--- src/rtl/uart_pkg.sv ---
// Shared UART constants and the transmit FSM state type.
// The receive-side checkers import the same line-level constants.
package uart_pkg;

    typedef enum logic [2:0] {
        IDLE,
        START,
        DATA,
        PARITY,
        STOP
    } tx_state_t;

    localparam logic PAR_EVEN   = 1'b0;
    localparam logic PAR_ODD    = 1'b1;
    localparam logic START_BIT  = 1'b0;
    localparam logic STOP_BIT   = 1'b1;
    localparam logic IDLE_LEVEL = 1'b1;

endpackage

--- src/rtl/uart_tx_bit_timer.sv ---
// Bit-period edge counter for the UART transmitter.
// Pulses bit_done on the last clock of each bit period.
module uart_tx_bit_timer
    import uart_pkg::*;
#(
    parameter int Prescale_width = 6
) (
    input  logic                      clk,
    input  logic                      reset,
    input  logic                      load,
    input  logic                      run,
    input  logic [Prescale_width-1:0] prescale,
    output logic                      bit_done
);

    logic [Prescale_width-1:0] edge_cnt;
    logic [Prescale_width-1:0] last_cnt;

    // prescale is already forced nonzero by the framer
    assign last_cnt = prescale - 1'b1;
    assign bit_done = run && (edge_cnt == last_cnt);

    always_ff @(posedge clk) begin
        if (reset || load) begin
            edge_cnt <= '0;
        end else if (bit_done) begin
            edge_cnt <= '0;
        end else if (run) begin
            edge_cnt <= edge_cnt + 1'b1;
        end
    end

endmodule

--- src/rtl/uart_tx_frame.sv ---
// UART transmit framer: start, LSB-first data, optional parity, stop.
// TX_OUT and busy come straight from flops.
module uart_tx_frame
    import uart_pkg::*;
#(
    parameter int DATA_WIDTH     = 8,
    parameter int Prescale_width = 6
) (
    input  logic                      clk,
    input  logic                      reset,
    input  logic [DATA_WIDTH-1:0]     P_DATA,
    input  logic                      Data_Valid,
    input  logic                      PAR_EN,
    input  logic                      PAR_TYP,
    input  logic [Prescale_width-1:0] Prescale,
    output logic                      TX_OUT,
    output logic                      busy
);

    localparam int CW = (DATA_WIDTH > 1) ? $clog2(DATA_WIDTH) : 1;
    localparam logic [CW-1:0] LAST_BIT = CW'(DATA_WIDTH - 1);

    tx_state_t                 state, state_n;
    logic                      tx_n, busy_n;
    logic [CW-1:0]             bit_cnt, bit_cnt_n;
    logic [DATA_WIDTH-1:0]     data_reg;
    logic                      par_en_r, par_typ_r;
    logic [Prescale_width-1:0] presc_r, presc_in;
    logic                      accept, bit_done, par_bit;

    assign accept   = (state == IDLE) && Data_Valid;
    assign presc_in = (Prescale == '0) ? Prescale_width'(1) : Prescale;
    assign par_bit  = (^data_reg) ^ par_typ_r;

    uart_tx_bit_timer #(
        .Prescale_width(Prescale_width)
    ) u_timer (
        .clk      (clk),
        .reset    (reset),
        .load     (accept),
        .run      (state != IDLE),
        .prescale (presc_r),
        .bit_done (bit_done)
    );

    always_ff @(posedge clk) begin
        if (reset) begin
            state   <= IDLE;
            TX_OUT  <= IDLE_LEVEL;
            busy    <= 1'b0;
            bit_cnt <= '0;
        end else begin
            state   <= state_n;
            TX_OUT  <= tx_n;
            busy    <= busy_n;
            bit_cnt <= bit_cnt_n;
        end
    end

    // frame settings are captured only at the accept edge
    always_ff @(posedge clk) begin
        if (reset) begin
            data_reg  <= '0;
            par_en_r  <= 1'b0;
            par_typ_r <= PAR_EVEN;
            presc_r   <= Prescale_width'(1);
        end else if (accept) begin
            data_reg  <= P_DATA;
            par_en_r  <= PAR_EN;
            par_typ_r <= PAR_TYP;
            presc_r   <= presc_in;
        end
    end

    // next TX_OUT is decoded one bit ahead so the pin is a flop
    always_comb begin
        state_n   = state;
        tx_n      = TX_OUT;
        busy_n    = busy;
        bit_cnt_n = bit_cnt;
        unique case (state)
            IDLE: begin
                tx_n = IDLE_LEVEL;
                if (Data_Valid) begin
                    state_n   = START;
                    tx_n      = START_BIT;
                    busy_n    = 1'b1;
                    bit_cnt_n = '0;
                end
            end
            START: begin
                if (bit_done) begin
                    state_n   = DATA;
                    bit_cnt_n = '0;
                    tx_n      = data_reg[0];
                end
            end
            DATA: begin
                if (bit_done) begin
                    if (bit_cnt == LAST_BIT) begin
                        if (par_en_r) begin
                            state_n = PARITY;
                            tx_n    = par_bit;
                        end else begin
                            state_n = STOP;
                            tx_n    = STOP_BIT;
                        end
                    end else begin
                        bit_cnt_n = bit_cnt + 1'b1;
                        tx_n      = data_reg[bit_cnt_n];
                    end
                end
            end
            PARITY: begin
                if (bit_done) begin
                    state_n = STOP;
                    tx_n    = STOP_BIT;
                end
            end
            STOP: begin
                if (bit_done) begin
                    state_n = IDLE;
                    busy_n  = 1'b0;
                    tx_n    = IDLE_LEVEL;
                end
            end
            default: begin
                state_n = IDLE;
                busy_n  = 1'b0;
                tx_n    = IDLE_LEVEL;
            end
        endcase
    end

endmodule

--- config.mk ---
export PLATFORM = sky130hd
export DESIGN_NAME = uart_tx_frame
export DESIGN_NICKNAME = d
export VERILOG_FILES = /design/src/rtl/uart_pkg.sv /design/src/rtl/uart_tx_bit_timer.sv /design/src/rtl/uart_tx_frame.sv
export SDC_FILE = /design/constraint.sdc
export NUM_CORES = 1
export LEC_CHECK = 0
export BUFFER_PORTS_ARGS = -buffer_cell sky130_fd_sc_hd__buf_2
export CORE_MARGIN = 2
export CORE_UTILIZATION = 51
export CTS_CLUSTER_SIZE = 24
export DETAILED_ROUTE_END_ITERATION = 6
export GPL_TIMING_DRIVEN = 0
export PLACE_DENSITY_LB_ADDON = 0.15
export SLEW_MARGIN = 25
export SYNTH_ARGS = -nofsm -noshare
export SYNTH_HDL_FRONTEND = slang
export SYNTH_SLANG_ARGS = --single-unit
--- constraint.sdc ---
create_clock -name clk -period 2 [get_ports clk]
set_input_delay 0.3 -clock clk [delete_from_list [all_inputs] [get_ports clk]]
set_output_delay 0.3 -clock clk [all_outputs]
set_load 0.05 [all_outputs]
==> summary.md <==
| Metric | Value |
|---|---|
| Hold Crit Endpoint | par_en_r |
| Failing checks | setup timing |
| Required time of the critical path | 2.24 ns |
| Die ar. | ~0.0036 mm² |
| DRC viols | 0 |
| WL final | 3430 µm |
| Synth-to-layout area growth | 18.04% |
| Unrepaired setup endpoints after global routing | yes |
| Worst Hold Depth | 3 |
| Cell Count, Final, Fillers Out | 258 |
| Crit. End Element | flip-flop |
| Largest net degree at the start of global routing | 11 |
| Clock buffer depth | 2 |
| GPL Wtd Cong | between 0.8 and 0.9 |
| Die W | 59.93 µm |
| Reg-to-reg startpoint | presc_r[0] |
| Commonest cells after routing, fill and taps aside | nand2_1 (40), dfxtp_1 (28), buf_2 (23) |
| Remaining Overflow, GRT | 0 |
| PortBufs | 19 |
| Core area | 0.003003 mm² |
| Vias after detailed routing | 1,421 |
| Hold_sp | PAR_EN |
| Type of origin of the critical path | flip-flop |
| Crit path time final | around 2.0 ns |
| Met1 GRT Util | 0.2621 |
| Hold/Removal Path Class | primary input to flip-flop |
| Hold_buf cts | 0 |
| Post-DP HPWL | between 2000 and 3000 µm |
| Worst-Margin Slew | slightly above 0.5 ns |
| Clk slew on worst S/H paths | 0.10 ns |
| Post-synth EDFFs | 0 |
| Leakage | 0.0007476 µW |
| Post-Syn Area per Cell | 8.352 µm² |
| Drt first pass iters | 6 |
| Fillers | 273 |
| Sequential fraction of the synthesis area | 0.3765 |
| Synth warn | 0 |
| GR Util All Layers | 0.2222 |
| Placed cell count | 243 |
| Gate Count Post-Synth | 191 |
| CTS Buf Count | 5 |
| Peak supply drop | ~0.41 mV |
| Syn nets | 214 |
| Pwr Density | 721.3 mW/mm² |
| Synth Flop Type | dfxtp_1 |
| Final hold vios | 0 |
| Post-route ant nets | 0 |
| Clock skew | roughly 0.0095 ns |
| Starting Density | 0.5313 |
| DRT iter0 DRCs | 68 |
| Worst EP arrival | 2.24 ns |
| Fin. max-slew vios | 0 |
| Commonest non-fill, non-tap cell in the layout | nand2_1 |
| Vias in the first global route | 1,381 |
| Tcrit/Tclk final | 1.001 |
| Diodes inserted | 0 |
| CTS H-tree lvls | 2 |
| Final instance area | 0.001883 mm² |
| Io pins | 21 |
| WS Path Type | flip-flop to flip-flop |
| Netlist cell types | 38 |
| Setup tns final | -0.002255 ns |
| Die Ht | 59.93 µm |
| Status | complete, but fails checks |
| Rows | 20 |
| Peak Freq | around 0.50 GHz |
| Global-route wire length before repair | 5892 µm |
| Critical path peak fanout | 8 |
| Final nets | roughly 250 |
| DP Worst Slack | -0.2105 ns |
| Largest register FFs | 8 |
| CTS tree | done |
| Max Cap Viol | 0 |
| Cell Area, Synth | 0.001595 mm² |
| Met2 Use GR | 0.3525 |
| DR WL/cell | 13.29 µm |
| RR Endpoint | bit_cnt[2] |
| Clk root buf | clkbuf_4 |
| DP Area | 0.001737 mm² |
| Asr flop ratio synth | 0 |
| # setup viols final | 1 |
| Share of cells above drive strength 1 | 0.2489 |
| Sink Count | 30 |
| Worst skew pair latency | 0.34 ns |
| Flop2flop setup slack | -0.002 ns |
| Initial antenna violation count | 0 |
| PnR worst setup slack | -0.002255 ns |
| Yosys reg bits | 30 |
| GRT Max-Usage Layer | met2 |
| Vias per inst | 5.508 |
| GR met3 Demand/Resource | 0.09091 |
| Worst r2r path cells | 9 |
| Worst relative slew slack | 0.6554 |
power by group:
part           switching (µW)  internal, µW
Combinational             168           144
Clock                     212           170
Sequential               32.4           631
Total                     413           946
layout make-up:
type,count,area (µm²),share of cell area
multi-input cells,143,945.9,0.5023
plain buffers,12,62.56,0.03322
flip-flops and latches,30,603.1,0.3203
well taps,33,41.29,0.02193
inverters,6,22.52,0.01196
repair buffers,26,147.6,0.07841
clock inverters,1,5.005,0.002658
clock buffers,7,55.05,0.02924
critical path: stages (launching register included):
cell	delay (ns)
dfxtp_2	0.36
inv_2	0.06
ha_4	0.17
o21ba_4	0.19
a221oi_2	0.26
a41oi_2	0.07
nor4_2	0.20
buf_4	0.22
o21ai_1	0.11
a32o_1	0.28
cell usage after synthesis (all sizes together) (2+ instances only):
library cell,instances,area [µm²]
nand3,5,25.02
xor2,9,78.83
a221oi,2,30.03
inv,6,22.52
ha,4,50.05
mux4,2,45.04
or3,3,18.77
buf,6,38.79
a32o,2,20.02
xnor2,12,105.1
nand2,40,150.1
dfxtp,30,600.6
nor2,13,48.80
nor3,6,30.03
a21o,2,15.01
a21oi,19,95.09
clkbuf,6,23.77
o21ai,6,30.03
nor4,3,25.02
through the flow:
stage	power, µW	utilization	hold WS, ns
floorplan	887.4	-	0.4284
global placement	946.1	0.5783	0.4639
detailed placement	956.4	0.5783	0.4665
CTS	1353	0.6167	0.1928
global route	1434	0.6271	0.1781
finish	1358	0.6271	0.1995
metal layers:
metal	vias to the layer above	routed length, µm
met1	662	1542
met4	0	46
met2	35	1654
met3	5	187
li1	719	-
met5	-	0
cell families (layout without fill, tap and decap cells):
group,after synthesis,after routing,synth area share
AO/OA/AOI/OAI,40,40,0.1702
flip-flops,30,30,0.3765
buffers and inverters,18,52,0.05333
adder cells (fa/ha/maj),4,4,0.03137
multiplexers,3,3,0.03529
AND/OR/NAND/NOR,75,75,0.2180
XOR/XNOR,21,21,0.1153
worst max-delay path by stage:
stage,start,end,cells after the start
after CTS,presc_r[0],bit_cnt[0],9
final,presc_r[0],bit_cnt[2],9
after floorplan,presc_r[0],state[0],9
after global placement,presc_r[0],state[0],9
after global routing,presc_r[0],bit_cnt[0],9
after detailed placement,presc_r[0],bit_cnt[0],9
repair_timing:
action	4_1_cts	5_1_grt
setup buffers	5	2
setup endpoints to repair	14	13
resized for setup	2	4
pin swaps	3	3
No activity file was read; power rests on OpenSTA's default activity.
